`src/rtl/fetch_unit_if.sv`:
```
// Bus bundle between the fetch stage, instruction memory and the decoder.
// master = fetch unit side, slave = memory/decode/execute side.
interface fetch_unit_if #(
  parameter int ADDR_W = 32
);
  logic              imem_req;
  logic [ADDR_W-1:0] imem_addr;
  logic              imem_ack;
  logic [31:0]       imem_rdata;
  logic              instr_valid;
  logic              instr_ready;
  logic [31:0]       instr;
  logic [ADDR_W-1:0] instr_pc;
  logic [ADDR_W-1:0] pc_plus8;
  logic [3:0]        cond;
  logic [1:0]        op;
  logic [5:0]        funct;
  logic [3:0]        rd;
  logic              redirect;
  logic [ADDR_W-1:0] redirect_pc;

  modport master (
    output imem_req, imem_addr,
    input  imem_ack, imem_rdata,
    output instr_valid, instr, instr_pc, pc_plus8, cond, op, funct, rd,
    input  instr_ready,
    input  redirect, redirect_pc
  );

  modport slave (
    input  imem_req, imem_addr,
    output imem_ack, imem_rdata,
    input  instr_valid, instr, instr_pc, pc_plus8, cond, op, funct, rd,
    output instr_ready,
    output redirect, redirect_pc
  );
endinterface

```
`src/rtl/fetch_unit.sv`:
```
// Instruction-fetch stage: owns the PC, issues one-outstanding word fetches and
// queues returned words with their PC in a 2-entry FIFO ahead of decode.
module fetch_unit #(
  parameter int                ADDR_W   = 32,
  parameter logic [ADDR_W-1:0] RESET_PC = '0
) (
  input  logic         clk,
  input  logic         reset,
  fetch_unit_if.master bus
);

  typedef enum logic {FETCH, DRAIN} state_t;

  state_t            state_reg, state_next;
  logic              imem_req_reg, imem_req_next;
  logic [ADDR_W-1:0] imem_addr_reg, imem_addr_next;
  logic [ADDR_W-1:0] fetch_pc_reg, fetch_pc_next;
  logic [1:0]        count_reg, count_next;
  logic              rd_ptr_reg, rd_ptr_next;
  logic              wr_ptr_reg, wr_ptr_next;

  logic [31:0]       word_reg [2];
  logic [ADDR_W-1:0] pc_reg   [2];

  logic xfer;
  logic outstanding;
  logic push;
  logic pop;
  logic head_valid;

  assign head_valid  = (count_reg != 2'd0);
  assign xfer        = imem_req_reg & bus.imem_ack;
  assign outstanding = imem_req_reg & ~bus.imem_ack;
  assign push        = xfer & (state_reg == FETCH) & ~bus.redirect;
  assign pop         = head_valid & bus.instr_ready;

  always_comb begin
    state_next     = state_reg;
    fetch_pc_next  = fetch_pc_reg;
    count_next     = count_reg;
    rd_ptr_next    = rd_ptr_reg;
    wr_ptr_next    = wr_ptr_reg;
    imem_req_next  = 1'b0;
    imem_addr_next = imem_addr_reg;

    if (bus.redirect) begin
      count_next    = 2'd0;
      rd_ptr_next   = 1'b0;
      wr_ptr_next   = 1'b0;
      fetch_pc_next = {bus.redirect_pc[ADDR_W-1:2], 2'b00};
      // A request still waiting on memory keeps its address; its data is dropped in DRAIN.
      state_next    = outstanding ? DRAIN : FETCH;
    end else begin
      count_next  = count_reg + 2'(push) - 2'(pop);
      rd_ptr_next = rd_ptr_reg ^ pop;
      wr_ptr_next = wr_ptr_reg ^ push;
      if (xfer && state_reg == FETCH)
        fetch_pc_next = fetch_pc_reg + ADDR_W'(4);
      if (xfer && state_reg == DRAIN)
        state_next = FETCH;
    end

    // An in-flight request already reserves a slot, so only issue when one is free.
    imem_req_next  = outstanding | (count_next < 2'd2);
    imem_addr_next = outstanding ? imem_addr_reg : fetch_pc_next;
  end

  always_ff @(posedge clk) begin
    if (reset) begin
      state_reg     <= FETCH;
      fetch_pc_reg  <= RESET_PC;
      imem_req_reg  <= 1'b0;
      imem_addr_reg <= RESET_PC;
      count_reg     <= 2'd0;
      rd_ptr_reg    <= 1'b0;
      wr_ptr_reg    <= 1'b0;
    end else begin
      state_reg     <= state_next;
      fetch_pc_reg  <= fetch_pc_next;
      imem_req_reg  <= imem_req_next;
      imem_addr_reg <= imem_addr_next;
      count_reg     <= count_next;
      rd_ptr_reg    <= rd_ptr_next;
      wr_ptr_reg    <= wr_ptr_next;
    end
  end

  generate
    for (genvar gi = 0; gi < 2; gi++) begin : g_entry
      always_ff @(posedge clk) begin
        if (reset) begin
          word_reg[gi] <= '0;
          pc_reg[gi]   <= '0;
        end else if (push && wr_ptr_reg == 1'(gi)) begin
          word_reg[gi] <= bus.imem_rdata;
          pc_reg[gi]   <= imem_addr_reg;
        end
      end
    end
  endgenerate

  assign bus.imem_req    = imem_req_reg;
  assign bus.imem_addr   = imem_addr_reg;
  assign bus.instr_valid = head_valid;
  assign bus.instr       = head_valid ? word_reg[rd_ptr_reg] : 32'd0;
  assign bus.instr_pc    = head_valid ? pc_reg[rd_ptr_reg] : '0;
  assign bus.pc_plus8    = head_valid ? pc_reg[rd_ptr_reg] + ADDR_W'(8) : '0;
  assign bus.cond        = bus.instr[31:28];
  assign bus.op          = bus.instr[27:26];
  assign bus.funct       = bus.instr[25:20];
  assign bus.rd          = bus.instr[15:12];

endmodule

```
`src/flat_wrapper.sv`:
```
// flat-port wrapper written by rule: the top's interface ports become plain ports
module fetch_unit_flat 
#(
  parameter int                ADDR_W   = 32,
  parameter logic [ADDR_W-1:0] RESET_PC = '0
)
  (clk, reset, bus_imem_req, bus_imem_addr, bus_imem_ack, bus_imem_rdata, bus_instr_valid, bus_instr, bus_instr_pc, bus_pc_plus8, bus_cond, bus_op, bus_funct, bus_rd, bus_instr_ready, bus_redirect, bus_redirect_pc);
  fetch_unit_if #(.ADDR_W(ADDR_W)) bus_i ();
  input  logic clk;
  input  logic reset;
  output wire logic [$bits(bus_i.imem_req)-1:0] bus_imem_req;
  output wire logic [$bits(bus_i.imem_addr)-1:0] bus_imem_addr;
  input wire logic [$bits(bus_i.imem_ack)-1:0] bus_imem_ack;
  input wire logic [$bits(bus_i.imem_rdata)-1:0] bus_imem_rdata;
  output wire logic [$bits(bus_i.instr_valid)-1:0] bus_instr_valid;
  output wire logic [$bits(bus_i.instr)-1:0] bus_instr;
  output wire logic [$bits(bus_i.instr_pc)-1:0] bus_instr_pc;
  output wire logic [$bits(bus_i.pc_plus8)-1:0] bus_pc_plus8;
  output wire logic [$bits(bus_i.cond)-1:0] bus_cond;
  output wire logic [$bits(bus_i.op)-1:0] bus_op;
  output wire logic [$bits(bus_i.funct)-1:0] bus_funct;
  output wire logic [$bits(bus_i.rd)-1:0] bus_rd;
  input wire logic [$bits(bus_i.instr_ready)-1:0] bus_instr_ready;
  input wire logic [$bits(bus_i.redirect)-1:0] bus_redirect;
  input wire logic [$bits(bus_i.redirect_pc)-1:0] bus_redirect_pc;
  assign bus_imem_req = bus_i.imem_req;
  assign bus_imem_addr = bus_i.imem_addr;
  assign bus_i.imem_ack = bus_imem_ack;
  assign bus_i.imem_rdata = bus_imem_rdata;
  assign bus_instr_valid = bus_i.instr_valid;
  assign bus_instr = bus_i.instr;
  assign bus_instr_pc = bus_i.instr_pc;
  assign bus_pc_plus8 = bus_i.pc_plus8;
  assign bus_cond = bus_i.cond;
  assign bus_op = bus_i.op;
  assign bus_funct = bus_i.funct;
  assign bus_rd = bus_i.rd;
  assign bus_i.instr_ready = bus_instr_ready;
  assign bus_i.redirect = bus_redirect;
  assign bus_i.redirect_pc = bus_redirect_pc;
  fetch_unit #(.ADDR_W(ADDR_W), .RESET_PC(RESET_PC)) u_core (.clk(clk), .reset(reset), .bus(bus_i));
endmodule
```
`config.mk`:
```
export PLATFORM = sky130hd
export DESIGN_NAME = fetch_unit_flat
export DESIGN_NICKNAME = d
export VERILOG_FILES = /design/src/rtl/fetch_unit_if.sv /design/src/rtl/fetch_unit.sv /design/src/flat_wrapper.sv
export SDC_FILE = /design/constraint.sdc
export NUM_CORES = 1
export LEC_CHECK = 0
export BUFFER_PORTS_ARGS = -buffer_cell sky130_fd_sc_hd__buf_2
export CAP_MARGIN = 10
export CORE_ASPECT_RATIO = 1.4
export CORE_MARGIN = 1
export CORE_UTILIZATION = 55
export CTS_BUF_LIST = sky130_fd_sc_hd__clkbuf_16
export CTS_CLUSTER_DIAMETER = 40
export DETAILED_ROUTE_END_ITERATION = 6
export HOLD_SLACK_MARGIN = 0.08
export PLACE_DENSITY = 0.82
export SYNTH_ARGS = -nofsm -noshare
export SYNTH_HDL_FRONTEND = slang
export SYNTH_SLANG_ARGS = --single-unit
```
`constraint.sdc`:
```
create_clock -name clk -period 3.5 [get_ports clk]
set_input_delay 0.525 -clock clk [delete_from_list [all_inputs] [get_ports clk]]
set_output_delay 0.525 -clock clk [all_outputs]
set_load 0.005 [all_outputs]
```
==> flow_summary.json <==
{
  "avgSynthCellArea_um2": 10.7,
  "antenna_found_initial": 0,
  "utilization_pct": 66.6,
  "drv_cap": 0,
  "cts_root_buf": "clkbuf_16",
  "p_per_area_mw_per_mm2": 420,
  "critPathKind": "flip-flop to primary output",
  "cts-buffers-inserted": 17,
  "io_buffers": 212,
  "syn_nets": 1001,
  "ys_seq_area_share_pct": 52.7,
  "total_power_uw": 4910,
  "rsz0062_at_grt": "no",
  "ys_async_sr_fraction_pct": 0,
  "grt_max_degree": 87,
  "area_delta_synth_final_pct": 17.6,
  "holdCritPathClass": "input pin to flip-flop",
  "post-route-min-period_ns": 3.30,
  "overflow": 0,
  "cts_sinks": 198,
  "clk_pin_slew_ns": 0.07,
  "grt_use_met2_pct": 42.8,
  "synthDistinctLibCells": 55,
  "netlist_area_mm2": 0.00994,
  "use_met3_pct": 3.86,
  "dp_hpwl_mm": 14.9,
  "nets": 1176,
  "io_pins": 215,
  "die_area_mm2": 0.0186,
  "gp_congestion": 0.841,
  "dr.pass1.iters": 5,
  "drive_above_1_share_pct": 25.9,
  "rrSetupSlack_ns": 1.12,
  "cp-start-kind": "flip-flop",
  "path_cells": "buf_4 -> nand3_1 -> a221oi_2 -> nand4_2 -> nor3_1 -> xor2_1 -> nor2_1 -> buf_2",
  "cts_buffer_depth": 2,
  "status": "finished, final reports clean",
  "synthTopCellsByCount": "and2_1 (144), edfxtp_1 (128), nor2_1 (126)",
  "ir_drop_uv": 301,
  "busiest_layer": "met2",
  "via_count": 7343,
  "cts_hold_buffers": 0,
  "ys.flop_type": "edfxtp_1",
  "ff2ff_path_depth": 6,
  "die_x_um": 116,
  "routed_wl_mm": 22.1,
  "synth_edf_count": 128,
  "use_met1_pct": 27.5,
  "cp_data_arrival_time_ns": 2.78,
  "initial_utilization_pct": 56.7,
  "final_max_slew_viol_count": 0,
  "reg2reg_to": "u_core.bus.imem_addr[31]$_SDFFE_PP0N_",
  "crit_start": "u_core.rd_ptr_reg$_SDFF_PP0_",
  "maxSlewHeadroom_pct": 30.4,
  "synth_seq_cells": 198,
  "yosysMostFrequentCell": "and2_1",
  "synthTopCellsByArea": "edfxtp_1 (39%), dfxtp_1 (14%), and2_1 (9.1%)",
  "crit_required_ns": 2.97,
  "drt_iter0_drc": 460,
  "cts_tree": "yes",
  "power_leakage_uw": 0.00484,
  "diodes": 0,
  "finalHoldViolCount": 0,
  "rows": 57,
  "cts.htree.levels": 4,
  "worstReg2RegStart": "u_core.bus.imem_req$_SDFF_PP0_",
  "yosysWarnings": 0,
  "cp_max_fo": 17,
  "cp-endpoint": "bus_pc_plus8[28]",
  "post-route-period-util_pct": 94.4,
  "syn_inst": 926,
  "via_per_inst": 5.44,
  "tightest_slew_ns": 1.04,
  "core_mm2": 0.0175,
  "netlist.area_leader.share_pct": 38.7,
  "wl_per_cell_um": 16.4,
  "fmax_ghz": 0.303,
  "track_usage_pct": 23.9,
  "endpoint_kind": "primary output",
  "ant_nets": 0,
  "grt_pass1_vias": 7213,
  "yosysTopAreaCell": "edfxtp_1",
  "fin_cells": 1350,
  "die-height_um": 161,
  "fin_setup_tns_ns": 0,
  "clk_latency_ns": 0.42,
  "dp_cells": 1313,
  "worst_path_max_delay_cell": "a221oi_2",
  "worst_path_largest_cell_delay_ns": 0.45,
  "drc_errors": 0,
  "nFillCells": 1358,
  "skew_ns": 0.0140,
  "grt_pass1_wl_mm": 34.5,
  "hold_ws_ns": 0.347,
  "setup_viol": 0
}
[worst min-delay path by stage]
stage,startpoint,end,slack [ns],cells after the start
3_3_place_gp,u_core.fetch_pc_reg[1]$_SDFF_PP0_,u_core.fetch_pc_reg[1]$_SDFF_PP0_,0.44,1
6_report,bus_redirect_pc[12],u_core.fetch_pc_reg[12]$_SDFF_PP0_,0.35,3
5_1_grt,bus_redirect_pc[12],u_core.fetch_pc_reg[12]$_SDFF_PP0_,0.34,3
2_1_floorplan,u_core.fetch_pc_reg[0]$_SDFF_PP0_,u_core.fetch_pc_reg[0]$_SDFF_PP0_,0.43,1
4_1_cts,bus_redirect_pc[12],u_core.fetch_pc_reg[12]$_SDFF_PP0_,0.33,3
3_5_place_dp,u_core.fetch_pc_reg[1]$_SDFF_PP0_,u_core.fetch_pc_reg[1]$_SDFF_PP0_,0.45,1
[what timing repair did]
item,4_1_cts,5_1_grt
setup buffers,0,4
setup endpoints to repair,0,8
gates resized for setup,0,3
[placed cells by master (no fill, tap or decap), drive strengths merged, types with 11 or more instances in the layout]
master | synthesis | final
buf | 37 | 230
and2 | 144 | 144
edfxtp | 128 | 128
nor2 | 126 | 126
mux2i | 71 | 71
dfxtp | 70 | 70
nand2 | 38 | 38
xnor2 | 35 | 35
nand3 | 34 | 34
a21oi | 26 | 26
nand4 | 20 | 20
clkbuf | 38 | 18
o21ai | 17 | 17
nor3 | 16 | 16
inv | 9 | 16
xor2 | 14 | 14
nand2b | 13 | 13
nor2b | 11 | 11
[area by class of cell]
type / count / area [µm²] / share of cell area (%)
Inverter: 10 / 37.5 / 0.321
Clock inverter: 15 / 121 / 1.04
Tap cell: 236 / 295 / 2.53
Clock buffer: 17 / 425 / 3.64
Sequential cell: 198 / 5250 / 44.9
Timing Repair Buffer: 231 / 1280 / 10.9
Multi-Input combinational cell: 643 / 4280 / 36.6
[power by group]
part | switching (µW) | total, µW | leakage (µW) | internal [µW]
Sequential | 82.5 | 2680 | 0.00191 | 2600
Clock | 881 | 1810 | 0.000268 | 929
Combinational | 244 | 416 | 0.00266 | 173
[metal layers]
metal | part of all wire (%) | wire length (µm)
met3 | 4.9 | 1090
met5 | 0 | 0
met2 | 53 | 11700
met1 | 40 | 8800
met4 | 2.4 | 531
[cell families (layout without fill, tap and decap cells)]
logic type	Yosys count	count (layout)	synth area share, %
xor gates and xnor gates	49	49	4.32
and+or+nand+nor	429	429	23.5
AOI/OAI and AO/OA	87	87	6.56
DFF	198	198	52.7
muxes	72	72	7.50
adders and majority gates	6	6	0.755
buffers and inverters	85	273	4.62
[worst max-delay path, delay by kind of cell (launching register included)]
family	cells	cell delay (ns)
compound gates	1	0.45
simple gates	4	0.82
flops	1	0.43
buf+inv	2	0.48
xor+xnor	1	0.17
[metrics by stage]
| step | cell area [µm²] | worst slack, ns |
|---|---|---|
| CTS | 11600 | 0.00573 |
| global route | 11700 | 0.00589 |
| finish | 11700 | 0.197 |
| detailed placement | 11100 | 0.477 |
| floorplan | 9940 | 0.438 |
| global placement | 11100 | 0.550 |
Power figures use the tool's default switching activity.
